## config.mk

```make
export PLATFORM = sky130hd
export DESIGN_NAME = adc128s_sequencer
export DESIGN_NICKNAME = d
export VERILOG_FILES = /design/src/rtl/adc128s_sequencer.sv
export SDC_FILE = /design/constraint.sdc
export NUM_CORES = 1
export LEC_CHECK = 0
export BUFFER_PORTS_ARGS = -buffer_cell sky130_fd_sc_hd__buf_2
export CAP_MARGIN = 20
export CELL_PAD_IN_SITES_DETAIL_PLACEMENT = 1
export CELL_PAD_IN_SITES_GLOBAL_PLACEMENT = 1
export CORE_ASPECT_RATIO = 1.75
export CORE_UTILIZATION = 44
export DETAILED_ROUTE_END_ITERATION = 16
export GPL_ROUTABILITY_DRIVEN = 0
export MAX_ROUTING_LAYER = met4
export PLACE_DENSITY = 0.84
export RECOVER_POWER = 100
export SYNTH_ARGS = -nofsm -noshare
export SYNTH_HDL_FRONTEND = slang
export SYNTH_SLANG_ARGS = --single-unit
```

## constraint.sdc

```tcl
create_clock -name X_512x96k_1024x48k_Clk -period 4.9 [get_ports X_512x96k_1024x48k_Clk]
set_clock_uncertainty 0.15 [all_clocks]
set_input_delay 0.98 -clock X_512x96k_1024x48k_Clk [delete_from_list [all_inputs] [get_ports X_512x96k_1024x48k_Clk]]
set_output_delay 0.98 -clock X_512x96k_1024x48k_Clk [all_outputs]
set_load 0.03 [all_outputs]
```

## src/rtl/adc128s_sequencer.sv

```systemverilog
// adc128s_sequencer: scans enabled channels of an ADC128S-style serial ADC.
// One start pulse runs one 16-bit frame: CS_L low, 16 SCLK periods, the next
// channel address shifted out on DIN bits 3..5 and 16 DOUT bits captured.
// The ADC returns the channel addressed in the previous frame, so the first
// frame after reset is a dummy whose result is discarded.
//
// Optional feature macro: ADC_SEQ_OVERRUN_EN
//   defined   -> X_Overrun is a sticky start-while-busy flag
//   undefined -> X_Overrun tied low, X_Overrun_Clear ignored
//
// Pulse semantics: X_Start_pulse and X_Sample_Valid_pulse are single-tick
// strobes with no backpressure; a start is taken only in IDLE with a nonzero
// mask, and a result is present on X_Sample_Channel/X_Sample_Word for exactly
// the tick X_Sample_Valid_pulse is high, then held until the next pulse.
module adc128s_sequencer #(
  parameter int NUM_CH  = 8,
  parameter int DATA_W  = 12,
  parameter int CLK_DIV = 4
) (
  input  logic                     X_512x96k_1024x48k_Clk,
  input  logic                     X_Reset_L,
  input  logic                     X_Start_pulse,
  input  logic [NUM_CH-1:0]        X_Ch_Enable,
  input  logic                     X_Overrun_Clear,
  input  logic                     X_ADC_SerDat_Return,
  output logic                     X_ADC_CS_L,
  output logic                     X_ADC_Clock,
  output logic                     X_ADC_SerDat_Send,
  output logic                     X_Busy,
  output logic                     X_Sample_Valid_pulse,
  output logic [2:0]               X_Sample_Channel,
  output logic [DATA_W-1:0]        X_Sample_Word,
  output logic [NUM_CH*DATA_W-1:0] X_Ch_Words,
  output logic                     X_Overrun,
  output logic [1:0]               dbg_state
);

  typedef enum logic [1:0] {
    S_IDLE  = 2'd0,
    S_FRAME = 2'd1,
    S_DONE  = 2'd2
  } state_t;

  localparam int PH_W = $clog2(CLK_DIV);
  localparam logic [PH_W-1:0] PH_HALF = PH_W'(CLK_DIV / 2);
  localparam logic [PH_W-1:0] PH_LAST = PH_W'(CLK_DIV - 1);

  state_t            state;
  state_t            state_nx;
  logic [PH_W-1:0]   phase;       // tick within the current SCLK period
  logic [3:0]        bit_idx;     // 0..15, bit k = bit_idx + 1
  logic [2:0]        addr;        // channel addressed in the current/last frame
  logic [2:0]        addr_nx;
  logic [2:0]        conv_ch;     // channel whose result this frame returns
  logic              dummy;       // first frame since reset carries no data
  logic [11:0]       shreg;
  logic [11:0]       shreg_nx;
  logic [DATA_W-1:0] word_nx;
  logic              accept;
  logic              frame_end;
  logic              sample_now;
  logic              unused_msb;

  assign accept     = (state == S_IDLE) && X_Start_pulse && (|X_Ch_Enable);
  assign frame_end  = (state == S_FRAME) && (bit_idx == 4'd15) && (phase == PH_LAST);
  assign sample_now = (state == S_FRAME) && (phase == PH_HALF);
  assign shreg_nx   = sample_now ? {shreg[10:0], X_ADC_SerDat_Return} : shreg;
  assign word_nx    = shreg_nx[11 -: DATA_W];
  assign unused_msb = shreg[11];

  // Next channel: lowest enabled index above addr, else lowest enabled (wrap).
  always_comb begin
    logic       found_hi;
    logic [2:0] hi;
    logic [2:0] lo;
    found_hi = 1'b0;
    hi       = '0;
    lo       = '0;
    addr_nx  = '0;
    for (int i = NUM_CH - 1; i >= 0; i--) begin
      if (X_Ch_Enable[i]) begin
        lo = 3'(i);
        if (3'(i) > addr) begin
          hi       = 3'(i);
          found_hi = 1'b1;
        end
      end
    end
    addr_nx = found_hi ? hi : lo;
  end

  // State register.
  always_ff @(posedge X_512x96k_1024x48k_Clk or negedge X_Reset_L) begin
    if (!X_Reset_L) state <= S_IDLE;
    else            state <= state_nx;
  end

  // Next-state logic: FRAME runs 16*CLK_DIV ticks, DONE is a single tick.
  always_comb begin
    state_nx = state;
    case (state)
      S_IDLE:  if (accept) state_nx = S_FRAME;
      S_FRAME: if (frame_end) state_nx = S_DONE;
      S_DONE:  state_nx = S_IDLE;
      default: state_nx = S_IDLE;
    endcase
  end

  // SCLK phase and bit counters; parked at zero outside FRAME.
  always_ff @(posedge X_512x96k_1024x48k_Clk or negedge X_Reset_L) begin
    if (!X_Reset_L) begin
      phase   <= '0;
      bit_idx <= '0;
    end else if ((state == S_FRAME) && !frame_end) begin
      if (phase == PH_LAST) begin
        phase   <= '0;
        bit_idx <= bit_idx + 4'd1;
      end else begin
        phase <= phase + PH_W'(1);
      end
    end else begin
      phase   <= '0;
      bit_idx <= '0;
    end
  end

  // DOUT shift register, MSB first; only the last 12 bits matter.
  always_ff @(posedge X_512x96k_1024x48k_Clk or negedge X_Reset_L) begin
    if (!X_Reset_L) shreg <= '0;
    else            shreg <= shreg_nx;
  end

  // Channel bookkeeping: pick the next address when a frame is accepted.
  always_ff @(posedge X_512x96k_1024x48k_Clk or negedge X_Reset_L) begin
    if (!X_Reset_L) begin
      addr    <= '0;
      conv_ch <= '0;
      dummy   <= 1'b1;
    end else begin
      if (accept) begin
        conv_ch <= addr;
        addr    <= addr_nx;
      end
      if (state == S_DONE) dummy <= 1'b0;
    end
  end

  // Result capture on the FRAME->DONE edge so it is visible on the DONE tick.
  always_ff @(posedge X_512x96k_1024x48k_Clk or negedge X_Reset_L) begin
    if (!X_Reset_L) begin
      X_Sample_Channel <= '0;
      X_Sample_Word    <= '0;
      X_Ch_Words       <= '0;
    end else if (frame_end && !dummy) begin
      X_Sample_Channel <= conv_ch;
      X_Sample_Word    <= word_nx;
      for (int n = 0; n < NUM_CH; n++) begin
        if (conv_ch == 3'(n)) X_Ch_Words[n*DATA_W +: DATA_W] <= word_nx;
      end
    end
  end

  // DIN carries ADD2/ADD1/ADD0 on bits 3/4/5; it moves with bit_idx, i.e. on SCLK fall.
  always_comb begin
    X_ADC_SerDat_Send = 1'b0;
    if (state == S_FRAME) begin
      case (bit_idx)
        4'd2:    X_ADC_SerDat_Send = addr[2];
        4'd3:    X_ADC_SerDat_Send = addr[1];
        4'd4:    X_ADC_SerDat_Send = addr[0];
        default: X_ADC_SerDat_Send = 1'b0;
      endcase
    end
  end

  assign X_ADC_CS_L           = (state != S_FRAME);
  assign X_ADC_Clock          = (state != S_FRAME) || (phase >= PH_HALF);
  assign X_Busy               = (state == S_FRAME);
  assign X_Sample_Valid_pulse = (state == S_DONE) && !dummy;
  assign dbg_state            = state;

`ifdef ADC_SEQ_OVERRUN_EN
  logic overrun;

  // Sticky start-while-busy flag; a new start beats a clear on the same tick.
  always_ff @(posedge X_512x96k_1024x48k_Clk or negedge X_Reset_L) begin
    if (!X_Reset_L)                            overrun <= 1'b0;
    else if (X_Start_pulse && state != S_IDLE) overrun <= 1'b1;
    else if (X_Overrun_Clear)                  overrun <= 1'b0;
  end

  assign X_Overrun = overrun;
`else
  logic unused_clear;
  assign unused_clear = X_Overrun_Clear;
  assign X_Overrun    = 1'b0;
`endif

endmodule

```

==> flow_summary.json, run 1 <==
{
  "outcome": "complete, but fails checks",
  "violated_checks": "max-capacitance violations",
  "cts_tree": "yes",
  "worst-endpoint-required_ps": 5070,
  "clock_buffer_count_from_cts": 17,
  "viasPerCell": 5.37,
  "postCtsSetupBuffers": 0,
  "io_buffer_count": 129,
  "p_int_mw": 2.00,
  "maximum_number_of_pins_on_one_net_before_global_route_repair": 121,
  "synthesized_cell_area_um2": 5480,
  "drt_iter0_drc": 266,
  "final.setup.tns_ps": 0,
  "slew_viol_final": 0,
  "timing.final.crit_period_ps": 3280,
  "synth-adder-area-share": 0.0114,
  "postSynth.asyncResetShare": 1.00,
  "worst_skew_pair.late_latency_ps": 420,
  "path_clk_slew_ps": 60,
  "design_power_total_mw": 2.55,
  "relative_slew_slack": 0.0146,
  "yosys-mux-area-fraction": 0.0361,
  "synth-seq-area-share": 0.631,
  "placement_rows": 53,
  "synth_largest_type_area_fraction": 0.626,
  "sw_frac_of_total": 0.217,
  "cts-hold-fix-buffers": 0,
  "synth_most_common_cell": "dfrtp_1",
  "dr_total_vias": 4444,
  "pwr-share-comb": 0.031,
  "synth-compound-area-share": 0.140,
  "final_antenna_net_count": 0,
  "synth_xor_area_frac": 0.00160,
  "p_per_area_nw_per_um2": 382,
  "max_freq_mhz": 304,
  "antenna_cells_inserted": 0,
  "htreeDepth": 4,
  "final-hold-violation-count": 0,
  "number_of_antenna_violations_at_the_first_check_in_global_routing": 0,
  "start_kind": "register",
  "wl_per_cell_um": 21.1,
  "ys_top_cells_by_area": "dfrtp_1 63%, a21oi_1 5.3%, o21ai_0 5.0%, nor2_1 4.9%, nand2_1 3.9%",
  "dpl_worst_slack_ps": 2060,
  "end_kind": "register",
  "netlist_instances": 513,
  "cp_data_arrival_time_ps": 3460,
  "die-width_um": 86.3,
  "drv_cap": 1,
  "synthesis.area_per_instance_um2": 10.7,
  "ctsRootBufferMaster": "clkbuf_16",
  "worst_setup_path_category": "reg2reg",
  "ctsLongestPathBuffers": 2,
  "grt_pass1_wl_mm": 26.3,
  "final_layout_size_suffix_gt1_frac": 0.0846,
  "final_min_period_over_clock_period": 0.670,
  "floorplan.initialDensity": 0.454,
  "seq_power_share": 0.450,
  "synth.distinct_cells": 47,
  "synth-warning-count": 0,
  "postSynthNetCount": 531,
  "synth_edf_count": 0,
  "synth_simple_gate_area_frac": 0.142,
  "area_growth_pct": 21.9,
  "totalWireLength_mm": 17.4,
  "drcViolationCount": 0,
  "main_combinational_cell_family_by_area_after_synthesis": "simple AND/OR/NAND/NOR gates",
  "synth_commonest_cells": "137 x dfrtp_1, 71 x nor2_1, 58 x a21oi_1",
  "worst_slack_ps": 1620,
  "tritoncts_num_sinks": 138,
  "final_net_count": 668,
  "synthFlopType": "dfrtp_1",
  "design.core.area_um2": 12100,
  "hold_path.class": "reg2reg",
  "io_pins": 132,
  "gr-total-overflow": 0,
  "clock_power_share": 0.519,
  "die-area_um2": 12900,
  "drt_pre_antenna_iters": 4,
  "hpwl_mm": 11.4,
  "worstPathMaxFanout": 21,
  "finalSetupViolCount": 0,
  "unrepaired_setup_endpoints_after_global_routing": "false",
  "gr-usage-all-layers": 0.288,
  "first_global_vias": 4672,
  "cts_repair_resize_count": 0,
  "worstMarginPinSlew_ps": 1470,
  "total_leakage_power_nw": 3.10,
  "postSynthRegisterBits": 138,
  "dieHeight_um": 150,
  "n_fill_cell": 1431,
  "switching_power_mw": 0.554,
  "synth_largest_area_cell": "dfrtp_1",
  "vdd_drop_max_mv": 0.271
}
[path summary, 6_finish.rpt]
check	end	cells past startpoint	slack, ps	from
worst max register to register	X_Ch_Words[19]	7	1620	bit_idx[0]
min in group asynchronous	X_Ch_Words[5]	1	590	X_Reset_L
worst min register to register	phase[0]	1	330	phase[0]
worst max-delay path	X_Ch_Words[19]	7	1620	bit_idx[0]
max in group asynchronous	conv_ch[1]	3	2040	X_Reset_L
worst min-delay path	phase[0]	1	330	phase[0]
[critical path: stages, from the launching register on]
cell      delay [ps]
dfrtp_1          430
ha_1             320
nand4_1          190
or3_1            400
nor3b_1          510
clkbuf_1         840
nor2_1           110
a21oi_1          220
[cell type report]
class / instances / area, um^2 / share of cell area
clock buffers: 20 / 467 / 0.0699
clock inverters: 11 / 145 / 0.0217
inverters: 18 / 67.6 / 0.0101
multi-input cells: 329 / 1750 / 0.262
flip-flops and latches: 138 / 3450 / 0.518
well taps: 165 / 206 / 0.0309
repair buffers: 146 / 583 / 0.0874
[layer usage]
metal  global-route usage  vias to the layer above  routed length, um
li1                     -                     2005                  -
met1                0.305                     2275               6360
met2                0.518                      125               9930
met3               0.0524                       39                636
met4                0.126                        0                493
met5                    -                        -                  0
[flip-flops by register name, indices dropped and copies added, names as in the netlist]
| signal | count |
|---|---|
| dbg_state | 2 |
| X_Sample_Channel | 3 |
| shreg | 12 |
| X_Sample_Word | 12 |
| conv_ch | 3 |
| X_Ch_Words | 96 |
| bit_idx | 4 |
| addr | 3 |
| phase | 2 |
| dummy | 1 |
[through the flow]
step | utilization | hold WS (ps) | std cells | instance area [um^2]
after floorplan | - | 293 | 513 | 5480
after global placement | 0.519 | 308 | 789 | 6270
after detailed placement | 0.520 | 317 | 790 | 6280
after CTS | 0.571 | 328 | 821 | 6890
after global routing | 0.553 | 351 | 827 | 6670
final | 0.553 | 328 | 827 | 6670
[power groups by stage]
stage,Combinational [mW],Sequential (mW),Clock (mW)
2_1_floorplan,0.0248,1.17,0
3_3_place_gp,0.0741,1.17,0
3_5_place_dp,0.0788,1.17,0
4_1_cts,0.0793,1.15,1.34
5_1_grt,0.0850,1.15,1.39
6_report,0.0781,1.15,1.33
[logic make-up after synthesis]
kind of cell / count (synthesis)
simple gates: 166
xor+xnor: 1
flops: 138
compound gates: 137
fa+ha+maj: 5
buf+inv: 46
mux: 19
other cells: 1
[cell usage in the layout, fill, tap and decap left out, types with 2 or more instances in the layout]
master / count
dfrtp_1: 137
clkbuf_1: 136
nor2_1: 73
a21oi_1: 60
nand2_1: 57
o21ai_0: 55
inv_1: 18
clkbuf_16: 17
mux2i_1: 13
buf_2: 9
nand2b_1: 6
mux2_2: 6
a21oi_2: 6
ha_1: 5
nor3_1: 4
nor2b_1: 4
nand3_1: 4
or3_1: 3
nand4_1: 3
nand4b_1: 3
nor4_1: 3
a31oi_1: 3
clkinv_2: 3
clkbuf_8: 3
clkinvlp_4: 3
bufinv_16: 3
a221oi_1: 2
o31ai_1: 2
o31a_1: 2
clkinv_4: 2
Note: power is estimated with default switching activity, not from simulation.
==> run 2, diff against run 1 <==
--- a/config.mk
+++ b/config.mk
@@ -5,16 +5,17 @@
 export SDC_FILE = /design/constraint.sdc
 export NUM_CORES = 1
 export LEC_CHECK = 0
+export ABC_AREA = 1
 export BUFFER_PORTS_ARGS = -buffer_cell sky130_fd_sc_hd__buf_2
 export CAP_MARGIN = 20
 export CELL_PAD_IN_SITES_DETAIL_PLACEMENT = 1
 export CELL_PAD_IN_SITES_GLOBAL_PLACEMENT = 1
 export CORE_ASPECT_RATIO = 1.75
-export CORE_UTILIZATION = 44
+export CORE_UTILIZATION = 40
 export DETAILED_ROUTE_END_ITERATION = 16
 export GPL_ROUTABILITY_DRIVEN = 0
 export MAX_ROUTING_LAYER = met4
-export PLACE_DENSITY = 0.84
+export PLACE_DENSITY = 0.79
 export RECOVER_POWER = 100
 export SYNTH_ARGS = -nofsm -noshare
 export SYNTH_HDL_FRONTEND = slang
==> constraint.sdc (replaced) <==
create_clock -name X_512x96k_1024x48k_Clk -period 3.1 [get_ports X_512x96k_1024x48k_Clk]
set_clock_uncertainty 0.15 [all_clocks]
set_input_delay 0.62 -clock X_512x96k_1024x48k_Clk [delete_from_list [all_inputs] [get_ports X_512x96k_1024x48k_Clk]]
set_output_delay 0.62 -clock X_512x96k_1024x48k_Clk [all_outputs]
set_load 0.03 [all_outputs]
==> run 2 against run 1 <==
- the flow finishes with violations (max-capacitance violations, max-slew violations)
- global-route usage shrank 4.7 points
- combinational power grew 40%
- critical path depth shrank 2
- power grew 53%
- via count shrank 0.50%
- clock power grew 50%
- non-clock buffer count shrank 14
- synthesized area grew 1.1%
- die area grew 11%
- final cell count grew 6.3%
- register-to-register slack lost 1100 ps
- critical path type is now reg2out
==> flow_summary.json, run 2 <==
{
  "outcome": "complete, but fails checks",
  "violated_checks": "max-capacitance violations, max-slew violations",
  "end_kind": "output port",
  "worst_skew_pair.late_latency_ps": 420,
  "hpwl_mm": 10.9,
  "drt_pre_antenna_iters": 4,
  "start_kind": "register",
  "synth-seq-area-share": 0.624,
  "gr-total-overflow": 0,
  "postSynthNetCount": 583,
  "slew_viol_final": 70,
  "synth_largest_type_area_fraction": 0.619,
  "gr-usage-all-layers": 0.241,
  "io_pins": 132,
  "synth_edf_count": 0,
  "die-area_um2": 14300,
  "synth-warning-count": 0,
  "finalSetupViolCount": 0,
  "final_antenna_net_count": 0,
  "clock_buffer_count_from_cts": 17,
  "n_fill_cell": 1662,
  "final.setup.tns_ps": 0,
  "final_net_count": 711,
  "vdd_drop_max_mv": 0.405,
  "wl_per_cell_um": 18.2,
  "worst_slack_ps": 385,
  "drcViolationCount": 0,
  "grt_pass1_wl_mm": 25.1,
  "max_freq_mhz": 368,
  "cts-hold-fix-buffers": 0,
  "final_common_cell": "nand2_1",
  "dpl_worst_slack_ps": 780,
  "number_of_antenna_violations_at_the_first_check_in_global_routing": 0,
  "ctsRootBufferMaster": "clkbuf_16",
  "synth_largest_area_cell": "dfrtp_1",
  "worstMarginPinSlew_ps": 1740,
  "synth_most_common_cell": "nand2_1",
  "final-hold-violation-count": 0,
  "io_buffer_count": 129,
  "total_leakage_power_nw": 3.12,
  "tritoncts_num_sinks": 138,
  "area_growth_pct": 19.3,
  "synthesized_cell_area_um2": 5540,
  "registers.top_by_ff_count": "X_Ch_Words",
  "unrepaired_setup_endpoints_after_global_routing": "false",
  "floorplan.initialDensity": 0.412,
  "netlist_instances": 565,
  "hold_path.class": "in2reg",
  "final_layout_size_suffix_gt1_frac": 0.0809,
  "layout.cells.most_common_list": "179 x nand2_1, 137 x dfrtp_1, 121 x clkbuf_1",
  "synthesis.area_per_instance_um2": 9.80,
  "path_clk_slew_ps": 60,
  "largest_register_ffs": 96,
  "ys_top_cells_by_area": "dfrtp_1 62%, nand2_1 12%, o21ai_1 7.7%, buf_6 3.3%, inv_1 2.8%",
  "dieHeight_um": 158,
  "worstPathMaxFanout": 4,
  "htreeDepth": 4,
  "synth_commonest_cells": "179 x nand2_1, 137 x dfrtp_1, 85 x o21ai_1",
  "maximum_number_of_pins_on_one_net_before_global_route_repair": 71,
  "viasPerCell": 5.03,
  "design.core.area_um2": 13500,
  "synth.distinct_cells": 27,
  "placement_rows": 56,
  "dr_total_vias": 4422,
  "cts_tree": "yes",
  "ctsLongestPathBuffers": 2,
  "relative_slew_slack": -0.162,
  "postCtsSetupBuffers": 0,
  "drv_cap": 1,
  "synthFlopType": "dfrtp_1",
  "final_min_period_over_clock_period": 0.876,
  "biggestRegsByFlops": "X_Ch_Words: 96 flops, X_Sample_Word: 12 flops, shreg: 12 flops",
  "p_per_area_nw_per_um2": 592,
  "antenna_cells_inserted": 0,
  "postSynthRegisterBits": 138,
  "die-width_um": 90.9,
  "cp_data_arrival_time_ps": 1950,
  "postSynth.asyncResetShare": 1.00,
  "drt_iter0_drc": 207,
  "cts_repair_resize_count": 0,
  "first_global_vias": 4725,
  "worst-endpoint-required_ps": 2330,
  "worst_setup_path_category": "reg2out",
  "totalWireLength_mm": 16.0,
  "timing.final.crit_period_ps": 2720
}
[run 2: final timing paths]
path	slack [ps]	endpoint	from	cells after the start
max	380	X_ADC_SerDat_Send	bit_idx[0]	5
max in group asynchronous	930	X_Ch_Words[38]	X_Reset_L	2
min in group asynchronous	510	bit_idx[0]	X_Reset_L	1
min reg2reg	320	phase[0]	phase[0]	1
min	280	shreg[0]	X_ADC_SerDat_Return	3
max reg2reg	470	X_Ch_Words[61]	bit_idx[1]	7
[run 2: cell type report]
| type | instances | area, um^2 | area share |
|---|---|---|---|
| tap | 174 | 218 | 0.0330 |
| multi-input combinational | 363 | 1670 | 0.253 |
| inverter | 41 | 154 | 0.0233 |
| clock buffer | 21 | 460 | 0.0697 |
| sequential | 138 | 3450 | 0.523 |
| timing repair buffer | 132 | 529 | 0.0801 |
| clock inverter | 10 | 119 | 0.0180 |
[run 2: cells by family (layout without fill, tap and decap cells)]
kind of cell    count (synthesis)  after routing  synth area share
compound gates                129            129             0.126
buf+inv                        64            204            0.0662
other cells                     1              1          0.000677
xor+xnor                        2              2           0.00316
simple gates                  226            226             0.169
flops                         138            138             0.624
fa+ha+maj                       5              5            0.0113
[run 2: per-layer routing]
layer,GRT usage,part of all wire,routed length (um),up-vias
met5,-,0,0,-
met4,0.0960,0.020,314,0
met3,0.0399,0.046,732,23
met2,0.441,0.55,8810,118
met1,0.260,0.38,6150,2215
li1,-,-,-,2066
[run 2: stage by stage]
step	utilization	area, um^2	cells	hold slack, ps	total power [mW]
after detailed placement	0.463	6230	848	303	1.96
after global routing	0.491	6610	879	285	4.01
after floorplan	-	5540	565	174	1.88
after CTS	0.506	6810	879	75.0	3.94
after global placement	0.463	6230	848	279	1.96
final	0.491	6610	879	281	3.91
[run 2: worst max-delay path, cell delays in order (launching register included)]
cell	delay (ps)
dfrtp_1	400
inv_1	130
ha_1	220
a21boi_0	130
a2111oi_1	310
clkbuf_1	350
[run 2: where the power goes]
| group | switching, mW | internal, mW | leakage, nW |
|---|---|---|---|
| logic | 0.0919 | 0.0174 | 1.02 |
| clock network | 0.764 | 1.22 | 0.276 |
| registers | 0.00453 | 1.81 | 1.83 |
| total | 0.861 | 3.05 | 3.12 |
==> run 3, diff against run 2 <==
--- a/config.mk
+++ b/config.mk
@@ -5,13 +5,12 @@
 export SDC_FILE = /design/constraint.sdc
 export NUM_CORES = 1
 export LEC_CHECK = 0
-export ABC_AREA = 1
 export BUFFER_PORTS_ARGS = -buffer_cell sky130_fd_sc_hd__buf_2
 export CAP_MARGIN = 20
 export CELL_PAD_IN_SITES_DETAIL_PLACEMENT = 1
 export CELL_PAD_IN_SITES_GLOBAL_PLACEMENT = 1
 export CORE_ASPECT_RATIO = 1.75
-export CORE_UTILIZATION = 40
+export CORE_UTILIZATION = 41
 export DETAILED_ROUTE_END_ITERATION = 16
 export GPL_ROUTABILITY_DRIVEN = 0
 export MAX_ROUTING_LAYER = met4
==> run 3 against run 2 <==
- the run still ends with max-capacitance violations, max-slew violations left
- count of clock-buffer cells in the layout down 3
- non-clock buffer count up 25
- core utilization up 2.7 points
- design area up 2.1%
- global-route usage up 2.3 points
- clock power about the same
- first-iteration DRC count down 27%
- wire length up 3.0%
- sequential power about the same
- power down 0.27%
- largest power group unchanged
==> flow_summary.json, run 3 (synthesized netlist as in run 1, its figures left out) <==
{
  "ctsRootBufferMaster": "clkbuf_16",
  "n_fill_cell": 1532,
  "drv_cap": 1,
  "end_kind": "output port",
  "multi_input_gate_area_um2": 1790,
  "hold_path.class": "reg2reg",
  "gr-usage-all-layers": 0.265,
  "htreeDepth": 4,
  "gr-total-overflow": 0,
  "timing.final.crit_period_ps": 2780,
  "dr_total_vias": 4381,
  "placement_rows": 55,
  "unrepaired_setup_endpoints_after_global_routing": "false",
  "io_buffer_count": 129,
  "drt_pre_antenna_iters": 4,
  "path_clk_slew_ps": 60,
  "clock_buffer_count_from_cts": 17,
  "area_growth_pct": 23.1,
  "floorplan.initialDensity": 0.421,
  "cts_repair_resize_count": 0,
  "antenna_cells_inserted": 0,
  "start_kind": "register",
  "finalSetupViolCount": 0,
  "final_net_count": 679,
  "drcViolationCount": 0,
  "ctsLongestPathBuffers": 2,
  "relative_slew_slack": -0.0229,
  "final_min_period_over_clock_period": 0.895,
  "first_global_vias": 4597,
  "layout.cells.most_common_list": "137 x dfrtp_1, 131 x clkbuf_1, 72 x nor2_1",
  "cp_data_arrival_time_ps": 2010,
  "totalWireLength_mm": 16.5,
  "worstMarginPinSlew_ps": 1530,
  "cts_tree": "yes",
  "wl_per_cell_um": 19.5,
  "violated_checks": "max-capacitance violations, max-slew violations",
  "cts-hold-fix-buffers": 0,
  "io_pins": 132,
  "design.core.area_um2": 13000,
  "tritoncts_num_sinks": 138,
  "maximum_number_of_pins_on_one_net_before_global_route_repair": 63,
  "registers.top_by_ff_count": "X_Ch_Words",
  "seq_cell_area_um2": 3450,
  "slew_viol_final": 63,
  "worst_slack_ps": 325,
  "p_per_area_nw_per_um2": 579,
  "final-hold-violation-count": 0,
  "design_power_total_mw": 3.90,
  "biggestRegsByFlops": "X_Ch_Words: 96 flops, X_Sample_Word: 12 flops, shreg: 12 flops",
  "vdd_drop_max_mv": 0.353,
  "dieHeight_um": 155,
  "final_antenna_net_count": 0,
  "grt_pass1_wl_mm": 25.7,
  "postCtsSetupBuffers": 0,
  "number_of_antenna_violations_at_the_first_check_in_global_routing": 0,
  "max_freq_mhz": 360,
  "worst_setup_path_category": "reg2out",
  "largest_register_ffs": 96,
  "final_common_cell": "dfrtp_1",
  "total_leakage_power_nw": 3.15,
  "die-width_um": 89.4,
  "die-area_um2": 13800,
  "worst-endpoint-required_ps": 2330,
  "final_layout_size_suffix_gt1_frac": 0.117,
  "worst_skew_pair.late_latency_ps": 410,
  "worstPathMaxFanout": 6,
  "placedCellCount": 813,
  "hpwl_mm": 11.5,
  "viasPerCell": 5.18,
  "drt_iter0_drc": 151,
  "post_layout_nonfiller_instances": 845,
  "outcome": "complete, but fails checks",
  "dpl_worst_slack_ps": 602,
  "final.setup.tns_ps": 0
}
run 3: cell types whose count changed in the layout (fill, tap and decap cells not counted), moves of 8 or more:
cell / change
inv_1: -23
a21oi_2: +8
mux2i_1: +13
nand3_1: -8
nand2_1: -122
o21ai_0: -55
a21oi_1: +52
nand2_2: -8
nor2_1: +54
clkbuf_1: +10
run 3: routing by layer:
layer,GRT usage,share of wire,up-vias,routed length (um)
li1,-,-,2028,-
met5,-,0,-,0
met4,0.121,0.042,0,697
met2,0.461,0.55,108,9050
met3,0.0467,0.024,42,399
met1,0.287,0.38,2203,6340
run 3: layout make-up:
class / instances / area share
inverter: 18 / 0.0100
tap: 171 / 0.0317
sequential: 138 / 0.512
clock inverter: 14 / 0.0217
timing repair buffer: 157 / 0.0958
clock buffer: 18 / 0.0636
multi-input combinational: 329 / 0.265
run 3: where the power goes:
part	leakage [nW]	internal [mW]	switching (mW)
logic	1.05	0.0287	0.0969
clock network	0.277	1.19	0.774
registers	1.83	1.81	0.00501
total	3.15	3.02	0.876
run 3: worst paths after layout:
kind	slack (ps)	depth (start not counted)	to	from
max	320	4	X_ADC_SerDat_Send	bit_idx[1]
min	330	2	X_Ch_Words[34]	X_Ch_Words[34]
max reg2reg	350	6	X_Ch_Words[85]	dbg_state[1]
min reg2reg	330	2	X_Ch_Words[34]	X_Ch_Words[34]
max in group asynchronous	760	2	conv_ch[1]	X_Reset_L
min in group asynchronous	430	1	X_Ch_Words[75]	X_Reset_L
run 3: stage by stage:
stage	util	hold slack [ps]	instance area, um^2
5_1_grt	0.518	352	6740
2_1_floorplan	-	174	5480
4_1_cts	0.539	50.5	7000
3_5_place_dp	0.494	316	6430
6_report	0.518	333	6740
3_3_place_gp	0.494	306	6430
run 3: worst max-delay path: stages (launching register included):
cell       delay [ps]
dfrtp_1           420
ha_1              310
a221oi_1          130
a2111oi_1         390
clkbuf_1          350
